File: config.mk
export PLATFORM = sky130hd
export DESIGN_NAME = fadr_unit
export DESIGN_NICKNAME = d
export VERILOG_FILES = /design/src/rtl/fadr_unit.sv
export SDC_FILE = /design/constraint.sdc
export NUM_CORES = 1
export LEC_CHECK = 0
export ABC_AREA = 1
export ABC_CLOCK_PERIOD_IN_PS = 2300
export BUFFER_PORTS_ARGS = -buffer_cell sky130_fd_sc_hd__buf_2
export CELL_PAD_IN_SITES_DETAIL_PLACEMENT = 1
export CELL_PAD_IN_SITES_GLOBAL_PLACEMENT = 2
export CORE_ASPECT_RATIO = 2
export CORE_MARGIN = 3
export CORE_UTILIZATION = 29
export CTS_BUF_LIST = sky130_fd_sc_hd__clkbuf_8
export DETAILED_ROUTE_END_ITERATION = 16
export GPL_ROUTABILITY_DRIVEN = 0
export PLACE_DENSITY = 0.9
export SKIP_CTS_REPAIR_TIMING = 1
export SLEW_MARGIN = 10
export SYNTH_ARGS = -nofsm -noshare
export SYNTH_HDL_FRONTEND = slang
export SYNTH_SLANG_ARGS = --single-unit
File: constraint.sdc
create_clock -name clk -period 2.3 [get_ports clk]
set_clock_uncertainty 0.2 [all_clocks]
set_input_delay 0.345 -clock clk [delete_from_list [all_inputs] [get_ports clk]]
set_output_delay 0.345 -clock clk [all_outputs]
set_load 0.03 [all_outputs]
File: src/rtl/fadr_unit.sv
// fadr_unit: FSR-based file-address generator (direct/indirect, FSR auto-modify, valid/ready output stage).
// Optional bounds flag via FADR_BOUND_CHECK_EN. Rev 1.0
`default_nettype none

module fadr_unit #(
   parameter int DIRECT_W   = 5,
   parameter int ADDR_W     = 7,
   parameter int FSR_W      = 8,
   parameter int FILE_DEPTH = 80
) (
   input  logic                clk,
   input  logic                rst_n,
   input  logic                req_valid,
   output logic                req_ready,
   input  logic [DIRECT_W-1:0] req_inst,
   input  logic [1:0]          req_mode,
   input  logic                fsr_we,
   input  logic [FSR_W-1:0]    fsr_wdata,
   output logic [FSR_W-1:0]    fsr_q,
   output logic                fa_valid,
   input  logic                fa_ready,
   output logic [ADDR_W-1:0]   fa_addr,
   output logic                fa_ind,
   output logic                fa_null,
   output logic                fa_oob
);

   localparam logic [0:0] S_EMPTY = 1'b0;
   localparam logic [0:0] S_FULL  = 1'b1;

   localparam logic [1:0] MODE_PLAIN    = 2'b00;
   localparam logic [1:0] MODE_POST_INC = 2'b01;
   localparam logic [1:0] MODE_POST_DEC = 2'b10;
   localparam logic [1:0] MODE_PRE_INC  = 2'b11;

   localparam logic [FSR_W-1:0]  C_FSR_ONE  = {{(FSR_W-1){1'b0}}, 1'b1};
   localparam logic [ADDR_W-1:0] C_ADDR_ONE = {{(ADDR_W-1){1'b0}}, 1'b1};

   if ((ADDR_W < DIRECT_W) || (FSR_W < ADDR_W) || (FILE_DEPTH < 1)) begin : g_param_err
      $error("fadr_unit: illegal parameter combination");
   end

   logic [0:0]          r_state;
   logic [FSR_W-1:0]    r_fsr;
   logic [ADDR_W-1:0]   r_addr;
   logic                r_ind;
   logic                r_null;

   logic                w_accept;
   logic                w_indirect;
   logic [ADDR_W-1:0]   w_dir_addr;
   logic [ADDR_W-1:0]   w_ind_addr;
   logic [ADDR_W-1:0]   w_addr_next;
   logic [FSR_W-1:0]    w_fsr_next;

   assign fa_valid   = (r_state == S_FULL);
   assign req_ready  = !fa_valid || fa_ready;
   assign w_accept   = req_valid && req_ready;
   assign w_indirect = (req_inst == '0);

   // Direct addressing keeps the FSR bank bits above the instruction field.
   if (ADDR_W > DIRECT_W) begin : g_bank
      assign w_dir_addr = {r_fsr[ADDR_W-1:DIRECT_W], req_inst};
   end else begin : g_nobank
      assign w_dir_addr = req_inst;
   end

   // Truncated pre-increment equals the low bits of the full-width increment.
   assign w_ind_addr  = (req_mode == MODE_PRE_INC) ? (r_fsr[ADDR_W-1:0] + C_ADDR_ONE)
                                                   : r_fsr[ADDR_W-1:0];
   assign w_addr_next = w_indirect ? w_ind_addr : w_dir_addr;

   always_comb begin
      w_fsr_next = r_fsr;
      if (fsr_we) begin
         w_fsr_next = fsr_wdata;
      end else if (w_accept && w_indirect) begin
         case (req_mode)
            MODE_POST_INC, MODE_PRE_INC: w_fsr_next = r_fsr + C_FSR_ONE;
            MODE_POST_DEC:               w_fsr_next = r_fsr - C_FSR_ONE;
            MODE_PLAIN:                  w_fsr_next = r_fsr;
            default:                     w_fsr_next = r_fsr;
         endcase
      end
   end

   always_ff @(posedge clk or negedge rst_n) begin
      if (!rst_n) begin
         r_state <= S_EMPTY;
         r_fsr   <= '0;
         r_addr  <= '0;
         r_ind   <= 1'b0;
         r_null  <= 1'b0;
      end else begin
         r_fsr <= w_fsr_next;
         if (w_accept) begin
            r_state <= S_FULL;
            r_addr  <= w_addr_next;
            r_ind   <= w_indirect;
            r_null  <= w_indirect && (w_addr_next == '0);
         end else if (fa_ready) begin
            r_state <= S_EMPTY;
         end
      end
   end

`ifdef FADR_BOUND_CHECK_EN
   logic r_oob;

   always_ff @(posedge clk or negedge rst_n) begin
      if (!rst_n) begin
         r_oob <= 1'b0;
      end else if (w_accept) begin
         r_oob <= (32'(w_addr_next) >= 32'(FILE_DEPTH));
      end
   end

   assign fa_oob = r_oob;
`else
   assign fa_oob = 1'b0;
`endif

   assign fsr_q   = r_fsr;
   assign fa_addr = r_addr;
   assign fa_ind  = r_ind;
   assign fa_null = r_null;

endmodule

`default_nettype wire
# Word level (Yosys, flattened, before mapping)
# Index checks and enable logic that the tools add are counted.
# totals
register_bits	18
input_bits	20
out_inout_bits	20
word_cells	31
# classes
add_sub_neg	3
n_eq_ne	4
muxes	7
n_reduce_logical	12
# ops
op	n
two-way mux 8 bit	2
case mux 8 bit (2 select lines)	1
two-way mux 7 bit	2
adder 8 x 1 -> 8 bit, second input constant	1
subtractor 8 x 1 -> 8 bit, second input constant	1
adder 7 x 1 -> 7 bit, second input constant	1
logical NOT 7 bit	1
logical NOT 5 bit	1
== test 2 bit, second input constant	2
nonzero test 2 bit	2
logical AND 1 bit	3
== test 2 x 1 -> 1 bit, second input constant	1
logical NOT 2 bit	1
two-way mux 1 bit	2
!= test 2 bit, second input constant	1
AND reduction 2 bit	1
OR reduction 2 bit	1
logical NOT 1 bit	1
logical OR 1 bit	1

# Longest topological paths before layout
# Gate-level depths: netlist of the first run.
# depth
depth_word	6
mapped_depth	14
ltp_nobuf	14

# Worst setup path after synthesis of the first run
# OpenSTA, ideal clock, no wires.
# synth_timing
path_type	register to register
start	reg r_state, in the netlist fa_valid
end	reg r_fsr[3], in the netlist fsr_q[3]
setup_ps	124
arrival_ps	1533
slack_ps	443
path_stages_with_launch	9
cell_sequence	dfrtp_1 -> nand2_1 -> nand2_1 -> inv_2 -> o211ai_1 -> nand2_2 -> inv_1 -> a21oi_1 -> a21oi_1
# synth_between
elab_chain_len	6
# synth_lines
element	line_no	rtl
from (decl)	43	logic [0:0] r_state;
from (signal assigned)	89	r_state <= S_EMPTY;
from (signal assigned)	97	r_state <= S_FULL;
from (signal assigned)	102	r_state <= S_EMPTY;
logical NOT 1 bit	57	assign req_ready = !fa_valid || fa_ready;
logical OR 1 bit	57	
via req_ready	14	output logic req_ready,
logical AND 1 bit	58	assign w_accept = req_valid && req_ready;
logical AND 1 bit	77	end else if (w_accept && w_indirect) begin
nonzero test 2 bit (no source line)	n/a	
AND reduction 2 bit (no source line)	n/a	
to (signal assigned)	95	r_fsr <= w_fsr_next;
to (decl)	44	logic [FSR_W-1:0] r_fsr;
# The timed path passes the listed nets, and every way through them passes these cells.
# A chain may end at the register's enable or synchronous reset.

# Worst setup path after layout of the first run
# layout_timing
start	reg r_fsr[1], in the netlist fsr_q[1]
end	reg r_fsr[6], in the netlist fsr_q[6]
# layout_between
elab_chain_len	4
elab_cells_between_ends	5
cone_classes	add/sub: 2; mux: 3
# layout_lines
element	line_no	rtl
subtractor 8 x 1 -> 8 bit / adder 8 x 1 -> 8 bit (equally long branches)	80, 79	
case mux 8 bit (2 select lines) *	78	case (req_mode)
two-way mux 8 bit *	77	
two-way mux 8 bit *	75	if (fsr_we) begin
# Mark *: on every way between the ends. The rest lies on a longest branch, timed or not. The select of a mux whose other input is x is not followed.

==> impl_metrics.ini, run 1 <==
[clock_network]
h-tree-depth = 1
clock-sinks = 18
clock_path_buffers = 2
cts_tree = done
path_clk_slew_ns = 0.07
root_buffer = clkbuf_8
clock_latency_ns = 0.25
cts_buffers = 3

[cells_and_area]
areaGrowthSynthToFinish_pct = 23.60
drive_gt1_frac = 0.2395
final_area_mm2 = 0.001599
fin_cells = 290
diodes = 0
nets = 262
fill_cells = 582

[logic_synthesis]
synth_top_area_frac = 0.3482
seq_area_frac_synth = 0.3482
yosysWarnings = 0
synthDistinctLibCells = 29
synthTopCellsByCount = nand2_1, inv_1, nor2_1, dfrtp_1, nand3_1
netlist_area_mm2 = 0.001294
ys.flop_type = dfrtp_1
ys_ff_latch = 18
yosysTopAreaCell = dfrtp_1
synth_area_leaders = dfrtp_1, nand2_1, nand3_1
synth.avg_cell_area_um2 = 6.567
async_reset_ff_frac = 1.000
synth_edf_count = 0
synth.most_common_cell = nand2_1
synthCells = 197
synthesis.nets = 219

[timing]
hold_viol = 0
layout_setup_ws_ns = 0.5377
maxSlewViolCount = 0
setup_tns_ns = 0
min_period_ns = 1.762
max_freq_mhz = 567.4
finalSetupViolations = 0
hold-worst-slack_ns = 0.1047
fin_crit_sh = 0.7662
rsz0062_at_grt = false

[pwr]
power_frac_seq = 0.396
p_per_area_mw_per_mm2 = 609.7
p_leak_uw = 0.0008859
intPower_uw = 581.2
p_sw_frac = 0.4039
irDropWorstVdd_uv = 287.5
pwr-share-comb = 0.370
p_sw_uw = 393.7
clockPowerShare = 0.234

[detailed_routing]
wl_um = 4002
detail-route-antenna-nets = 0
vias = 1405
post_drt_wl_per_cell_um = 13.80
firstDrtPassIters = 4
viasPerCell = 4.845
drc_errors = 0
drtIter0Drc = 10

[critical_path]
worstSetupPathType = reg -> reg
cp.arrival_ns = 1.71
required_ns = 2.25
cp_max_fo = 6
end_kind = register
startpoint_type = register

[placed_design]
hpwl_um = 3392
dpl-instance-area_mm2 = 0.001548
portBuffers = 38
post-place-ws_ns = 0.2429
placedCellCount = 286

[global_route]
gr-total-overflow = 0
antenna_found_initial = 0
grt_pass1_vias = 1468
grt_start_max_net_pins = 19
grt_pass1_wl_um = 6341
gr-usage-all-layers = 0.1591

[floorplan]
num_io_pins = 40
dieArea_mm2 = 0.005347
die_h_um = 100.5
rows = 33
start_util = 0.3072
coreArea_mm2 = 0.004212
die_x_um = 53.23

[status]
outcome = finished clean

[worst_hold_path]
hp-class = in -> reg

[flow_run]
drv_cap = 0
## metal layers
layer  global-route usage  up-vias  part of all wire  routed length [µm]
met5                    0        -                 0                   0
met4              0.07087        0             0.025                 102
met3              0.01778        8             0.035                 142
met2               0.3236       34              0.60                2402
met1               0.1411      649              0.34                1354
li1                     -      714                 -                   -
## kinds of logic (layout without fill, tap and decap cells)
family | Yosys count | in the layout | share of synthesized area
buffers and inverters | 27 | 68 | 0.08316
adder cells (fa/ha/maj) | 2 | 2 | 0.01934
AO/OA/AOI/OAI | 28 | 28 | 0.1248
flip-flops | 18 | 18 | 0.3482
XOR/XNOR | 3 | 3 | 0.02031
other | 1 | 1 | 0.002899
AND/OR/NAND/NOR | 118 | 118 | 0.4014
## registers in the layout, summed over array words and instances (netlist names)
signal and cells:
fsr_q 8, fa_addr 7, fa_null 1, fa_ind 1, fa_valid 1
## cell usage in the layout (no fill, tap or decap), types with 2 or more instances in the layout
cell      instances
nand2_1          68
nor2_2            3
nand2_2           4
inv_2             3
a21oi_1           8
ha_1              2
a31oi_1           4
inv_1            20
o211ai_1          3
buf_4             2
nor2_1           20
dfrtp_1          18
clkbuf_8          3
nor2_4            2
nand3_1          16
xor2_1            3
buf_2            38
o21bai_1          2
o21ai_1           5
o21ai_0           4
## layout make-up
cell class	instances	area, µm²	share of cell area
clock buffers	3	41.29	0.02582
inverters	24	91.34	0.05712
flip-flops and latches	18	450.4	0.2817
repair buffers	41	215.2	0.1346
well taps	52	65.06	0.04069
multi-input cells	152	735.7	0.4601
## worst max-delay path, cell delays in order (launching register included)
cell and delay, ns:
dfrtp_1 0.44, inv_1 0.12, nand2_1 0.06, nand2_1 0.07, inv_1 0.04, ha_1 0.16, inv_1 0.05, nand2_1 0.10
nand3_1 0.13, nand2_1 0.06, nand2_1 0.06, nand3_1 0.06, nand2_1 0.07, nand2_1 0.04
## path summary, 6_finish.rpt
path / from / to / slack [ns] / depth (start not counted)
min in group asynchronous: rst_n / fa_addr[1] / 0.36 / 2
hold / removal: fsr_wdata[7] / fsr_q[7] / 0.10 / 3
hold reg to reg: fa_addr[0] / fa_addr[0] / 0.28 / 2
setup reg to reg: fsr_q[1] / fsr_q[6] / 0.54 / 13
max in group asynchronous: rst_n / fsr_q[2] / 1.23 / 2
setup / recovery: fsr_q[1] / fsr_q[6] / 0.54 / 13
## power by group through the flow
stage / logic, µW / clock network (µW) / registers (µW)
detailed placement: 366 / 0 / 393
global route: 405 / 245 / 392
global placement: 358 / 0 / 391
finish: 361 / 228 / 386
CTS: 367 / 240 / 387
floorplan: 175 / 0 / 464
## metrics by stage
stage / total power [µW] / util
final: 974.9 / 0.3797
after global routing: 1043 / 0.3797
after CTS: 994.0 / 0.3773
after detailed placement: 758.7 / 0.3675
after global placement: 749.2 / 0.3675
after floorplan: 639.1 / -
(Power assumes the default switching activity.)
==> run 2: changes to the inputs <==
--- a/config.mk
+++ b/config.mk
@@ -5,18 +5,18 @@
 export SDC_FILE = /design/constraint.sdc
 export NUM_CORES = 1
 export LEC_CHECK = 0
-export ABC_AREA = 1
-export ABC_CLOCK_PERIOD_IN_PS = 2300
+export ABC_AREA = 0
+export ABC_CLOCK_PERIOD_IN_PS = 1600
 export BUFFER_PORTS_ARGS = -buffer_cell sky130_fd_sc_hd__buf_2
 export CELL_PAD_IN_SITES_DETAIL_PLACEMENT = 1
 export CELL_PAD_IN_SITES_GLOBAL_PLACEMENT = 2
 export CORE_ASPECT_RATIO = 2
 export CORE_MARGIN = 3
-export CORE_UTILIZATION = 29
+export CORE_UTILIZATION = 27
 export CTS_BUF_LIST = sky130_fd_sc_hd__clkbuf_8
 export DETAILED_ROUTE_END_ITERATION = 16
 export GPL_ROUTABILITY_DRIVEN = 0
-export PLACE_DENSITY = 0.9
+export PLACE_DENSITY = 0.8
 export SKIP_CTS_REPAIR_TIMING = 1
 export SLEW_MARGIN = 10
 export SYNTH_ARGS = -nofsm -noshare
==> constraint.sdc (replaced) <==
create_clock -name clk -period 1.6 [get_ports clk]
set_clock_uncertainty 0.2 [all_clocks]
set_input_delay 0.24 -clock clk [delete_from_list [all_inputs] [get_ports clk]]
set_output_delay 0.24 -clock clk [all_outputs]
set_load 0.03 [all_outputs]
==> run 2 against run 1 <==
- the run now ends with negative hold slack, negative setup slack left
- die area increased by 3.4%
- final area increased by 21%
- via count decreased by 11%
- total power increased by 52%
- critical path depth decreased by 8
- worst hold slack got worse by 0.11 ns
- global-route usage decreased by 0.67 points
- largest power group is now combinational cells
- critical endpoint unchanged
- fmax decreased by 26%
- register-to-register slack got worse by 1.3 ns
- clock power increased by 71%
- largest cell class unchanged
- setup slack got worse by 1.3 ns
- synthesized cell count decreased by 31%
==> impl_metrics.ini, run 2 <==
[global_route]
grt_pass1_vias = 1408
antenna_found_initial = 0
grt_pass1_wl_um = 6196
gr-total-overflow = 0
grt_start_max_net_pins = 19
gr-usage-all-layers = 0.1524

[floorplan]
dieArea_mm2 = 0.005531
die_x_um = 54.11
rows = 34
die_h_um = 102.2
start_util = 0.2825
coreArea_mm2 = 0.004424
num_io_pins = 40

[detailed_routing]
drtIter0Drc = 15
drc_errors = 0
detail-route-antenna-nets = 0
viasPerCell = 4.921
vias = 1245
firstDrtPassIters = 4
wl_um = 4084
post_drt_wl_per_cell_um = 16.14

[worst_hold_path]
min_to = fsr_q[4]
hp-class = in -> reg
hp-start = fsr_wdata[4]
min_delay_path_depth = 3

[timing]
hold_viol = 2
maxSlewViolCount = 0
layout_setup_ws_ns = -0.7732
fin_crit_sh = 1.483
hold-worst-slack_ns = -0.002839
max_freq_mhz = 421.4
setup_tns_ns = -4.725
min_period_ns = 2.373
finalSetupViolations = 13
rsz0062_at_grt = true

[clock_network]
clock_latency_ns = 0.26
h-tree-depth = 1
root_buffer = clkbuf_8
cts_tree = done
cts_buffers = 3
path_clk_slew_ns = 0.08
clock-sinks = 18
clock_path_buffers = 2

[critical_path]
startpoint_type = register
r2r-end = fsr_q[6]
rr_startpoint = fsr_q[1]
worstSetupPathType = reg -> reg
cp.arrival_ns = 2.31
reg2regPathDepth = 5
rrSetupSlack_ns = -0.77
end_kind = register
required_ns = 1.54
cp_max_fo = 5

[logic_synthesis]
synthDistinctLibCells = 42
synth_top_area_frac = 0.3604
synthesis.nets = 158
synth.most_common_cell = dfrtp_1
synthCells = 136
seq_area_frac_synth = 0.3604
synth.avg_cell_area_um2 = 9.191
async_reset_ff_frac = 1.000
yosysWarnings = 0
synth_edf_count = 0
synth_area_leaders = dfrtp_1, xor2_1, mux2_2
ys.flop_type = dfrtp_1
ys_ff_latch = 18
netlist_area_mm2 = 0.001250
yosysTopAreaCell = dfrtp_1
synthTopCellsByCount = dfrtp_1, nand2_1, xor2_1, nor2_1

[placed_design]
placedCellCount = 245
portBuffers = 38
dpl-instance-area_mm2 = 0.001687
hpwl_um = 3032

[pwr]
p_sw_frac = 0.3515
p_per_area_mw_per_mm2 = 764.4
intPower_uw = 958.3
power_frac_seq = 0.360
irDropWorstVdd_uv = 491.1
p_leak_uw = 0.0008508
pwr-share-comb = 0.377
design_power_total_uw = 1478
clockPowerShare = 0.264
p_sw_uw = 519.3

[cells_and_area]
largest_register_ffs = 8
nets = 222
drive_gt1_frac = 0.5779
final_area_mm2 = 0.001933
final_cell_mix = buf_2, buf_4, nand2_1, dfrtp_1, xor2_1
fin_cells = 253
final_common_cell = buf_2
fill_cells = 531
areaGrowthSynthToFinish_pct = 54.65
diodes = 0

[status]
violations = negative hold slack, negative setup slack
outcome = finished with violations

[flow_run]
drv_cap = 0
[run 2: area by class of cell]
class	instances	area (µm²)	share of cell area
multi-input combinational	107	874.6	0.4524
timing repair buffer	70	478.0	0.2472
sequential	18	457.9	0.2369
tap	54	67.56	0.03495
clock buffer	4	55.05	0.02848
[run 2: cells by family after synthesis]
| group | count (synthesis) | synth area share |
|---|---|---|
| muxes | 8 | 0.07007 |
| AOI/OAI and AO/OA | 27 | 0.1311 |
| adders and majority gates | 2 | 0.02002 |
| buffers and inverters | 11 | 0.06507 |
| DFF | 18 | 0.3604 |
| xor gates and xnor gates | 14 | 0.09810 |
| and+or+nand+nor | 55 | 0.2523 |
| other | 1 | 0.003000 |
[run 2: worst max-delay path by stage]
stage	from	end
4_1_cts	fsr_q[1]	fsr_q[6]
3_5_place_dp	fsr_q[1]	fsr_q[6]
6_report	fsr_q[1]	fsr_q[6]
3_3_place_gp	fsr_q[1]	fsr_q[6]
2_1_floorplan	fsr_q[1]	fsr_q[6]
5_1_grt	fsr_q[1]	fsr_q[6]
[run 2: routing by layer]
layer	wire, µm	track usage	share of wire
met1	1520	0.1473	0.37
met2	2399	0.2897	0.59
met3	126	0.01898	0.031
met4	39	0.08445	0.0095
met5	0	0	0
[run 2: per-stage QoR]
step / setup slack, ns / util
2_1_floorplan: -0.8807 / -
3_3_place_gp: -0.6937 / 0.3812
3_5_place_dp: -0.7483 / 0.3812
4_1_cts: -0.7710 / 0.3937
5_1_grt: -0.8293 / 0.4369
6_report: -0.7732 / 0.4369
[run 2: critical path, cell delays in order, from the launching register on]
cell and delay [ns]:
dfrtp_2 0.41, or4b_4 0.55, or4b_4 0.50, a211oi_2 0.21
xor2_1 0.10, mux2_4 0.28
[run 2: power by group through the flow]
stage	Clock [µW]	Sequential, µW	Combinational, µW
floorplan	0	642	214
global placement	0	538	481
detailed placement	0	541	493
CTS	403	531	497
global route	428	539	602
finish	390	531	556
==> run 3: changes to the inputs <==
==> constraint.sdc (replaced) <==
create_clock -name clk -period 1.6 [get_ports clk]
set_clock_uncertainty 0.2 [all_clocks]
set_input_delay 0.16 -clock clk [delete_from_list [all_inputs] [get_ports clk]]
set_output_delay 0.16 -clock clk [all_outputs]
set_load 0.03 [all_outputs]
==> run 3 against run 2 <==
- global-route usage is 0.18 points lower
- final area is 0.97% lower
- setup slack better by 0.032 ns
- critical endpoint unchanged
- critical path type unchanged
- the flow still finishes with violations (negative hold slack, negative setup slack)
==> impl_metrics.ini, run 3 (synthesis gave the netlist of run 2 again) <==
[status]
outcome = finished with violations
violations = negative hold slack, negative setup slack

[placed_design]
hpwl_um = 3048
placedCellCount = 243
post-place-ws_ns = -0.7352
portBuffers = 38

[critical_path]
required_ns = 1.55
cp_max_fo = 4
startpoint_type = register
worstSetupPathType = reg -> reg
cp.arrival_ns = 2.29
end_kind = register

[global_route]
gr-usage-all-layers = 0.1506
antenna_found_initial = 0
gr-total-overflow = 0
grt_start_max_net_pins = 19
grt_pass1_wl_um = 6182
grt_pass1_vias = 1289

[detailed_routing]
met3_length_um = 141
drtIter0Drc = 23
vias = 1267
wl_um = 3875
drc_errors = 0
firstDrtPassIters = 4
highest_layer = met4
detail-route-antenna-nets = 0
post_drt_wl_per_cell_um = 15.02
viasPerCell = 4.911
wl_met2_um = 2301
wl_met1_um = 1358

[cells_and_area]
fin_util = 0.4327
largest_register_ffs = 8
final_cell_mix = buf_2, buf_4, nand2_1, dfrtp_1
fin_cells = 258
nets = 227
final_common_cell = buf_2
fill_cells = 543
areaGrowthSynthToFinish_pct = 53.15
drive_gt1_frac = 0.5196
diodes = 0

[floorplan]
die_x_um = 54.11
die_h_um = 102.2
start_util = 0.2825
dieArea_mm2 = 0.005531
num_io_pins = 40
rows = 34
coreArea_mm2 = 0.004424

[pwr]
p_sw_uw = 507.2
p_per_area_mw_per_mm2 = 740.4
pwr-share-comb = 0.385
clockPowerShare = 0.240
design_power_total_uw = 1417
irDropWorstVdd_uv = 350.6
intPower_uw = 910.3
p_sw_frac = 0.3578
power_frac_seq = 0.375
p_leak_uw = 0.0008535

[flow_run]
drv_cap = 0

[timing]
min_period_ns = 2.341
rsz0062_at_grt = true
fin_crit_sh = 1.463
setup_tns_ns = -4.211
finalSetupViolations = 13
hold-worst-slack_ns = -0.05108
max_freq_mhz = 427.2
hold_viol = 1
layout_setup_ws_ns = -0.7409
maxSlewViolCount = 0

[clock_network]
clock_path_buffers = 2
clock-sinks = 18
clock_latency_ns = 0.26
path_clk_slew_ns = 0.08
h-tree-depth = 1
cts_tree = done
root_buffer = clkbuf_8
cts_buffers = 3

[worst_hold_path]
hp-class = in -> reg
==> run 3: layer usage <==
layer | up-vias | global-route usage
met1 | 610 | 0.1589
li1 | 615 | -
met5 | - | 0
met3 | 6 | 0.01314
met2 | 36 | 0.2794
met4 | 0 | 0.07678
==> run 3: area by class of cell <==
type	count	area, µm²	area share
clock buffer	3	41.29	0.02157
clock inverter	1	3.754	0.001961
multi-input combinational	107	838.3	0.4379
sequential	18	457.9	0.2392
tap	54	67.56	0.03529
timing repair buffer	75	505.5	0.2641
==> run 3: critical path, stage by stage, from the launching register on <==
cell and delay [ns]:
dfrtp_2 0.40, or4b_4 0.55, or4b_4 0.51, a211oi_2 0.21, xor2_1 0.09, mux2_2 0.26
==> run 3: power groups by stage <==
stage / clock, µW / combinational (µW) / sequential, µW
floorplan: 0 / 214 / 642
global placement: 0 / 480 / 538
detailed placement: 0 / 490 / 540
CTS: 353 / 494 / 531
global route: 379 / 591 / 539
finish: 340 / 546 / 531
==> run 3: stage by stage <==
| step | area, µm² | hold slack (ns) |
|---|---|---|
| 2_1_floorplan | 1315 | -0.3356 |
| 5_1_grt | 1914 | -0.03783 |
| 4_1_cts | 1717 | -0.3576 |
| 3_3_place_gp | 1672 | -0.07734 |
| 3_5_place_dp | 1672 | -0.07376 |
| 6_report | 1914 | -0.05108 |
==> run 3: path summary, 6_finish.rpt <==
check / start / end / slack (ns) / depth (start not counted)
max in group asynchronous: rst_n / fsr_q[3] / 0.71 / 2
hold reg to reg: fa_addr[5] / fa_addr[5] / 0.28 / 2
setup / recovery: fsr_q[1] / fsr_q[6] / -0.74 / 5
setup reg to reg: fsr_q[1] / fsr_q[6] / -0.74 / 5
min in group asynchronous: rst_n / fa_addr[4] / 0.17 / 2
hold / removal: fsr_wdata[6] / fsr_q[6] / -0.05 / 2
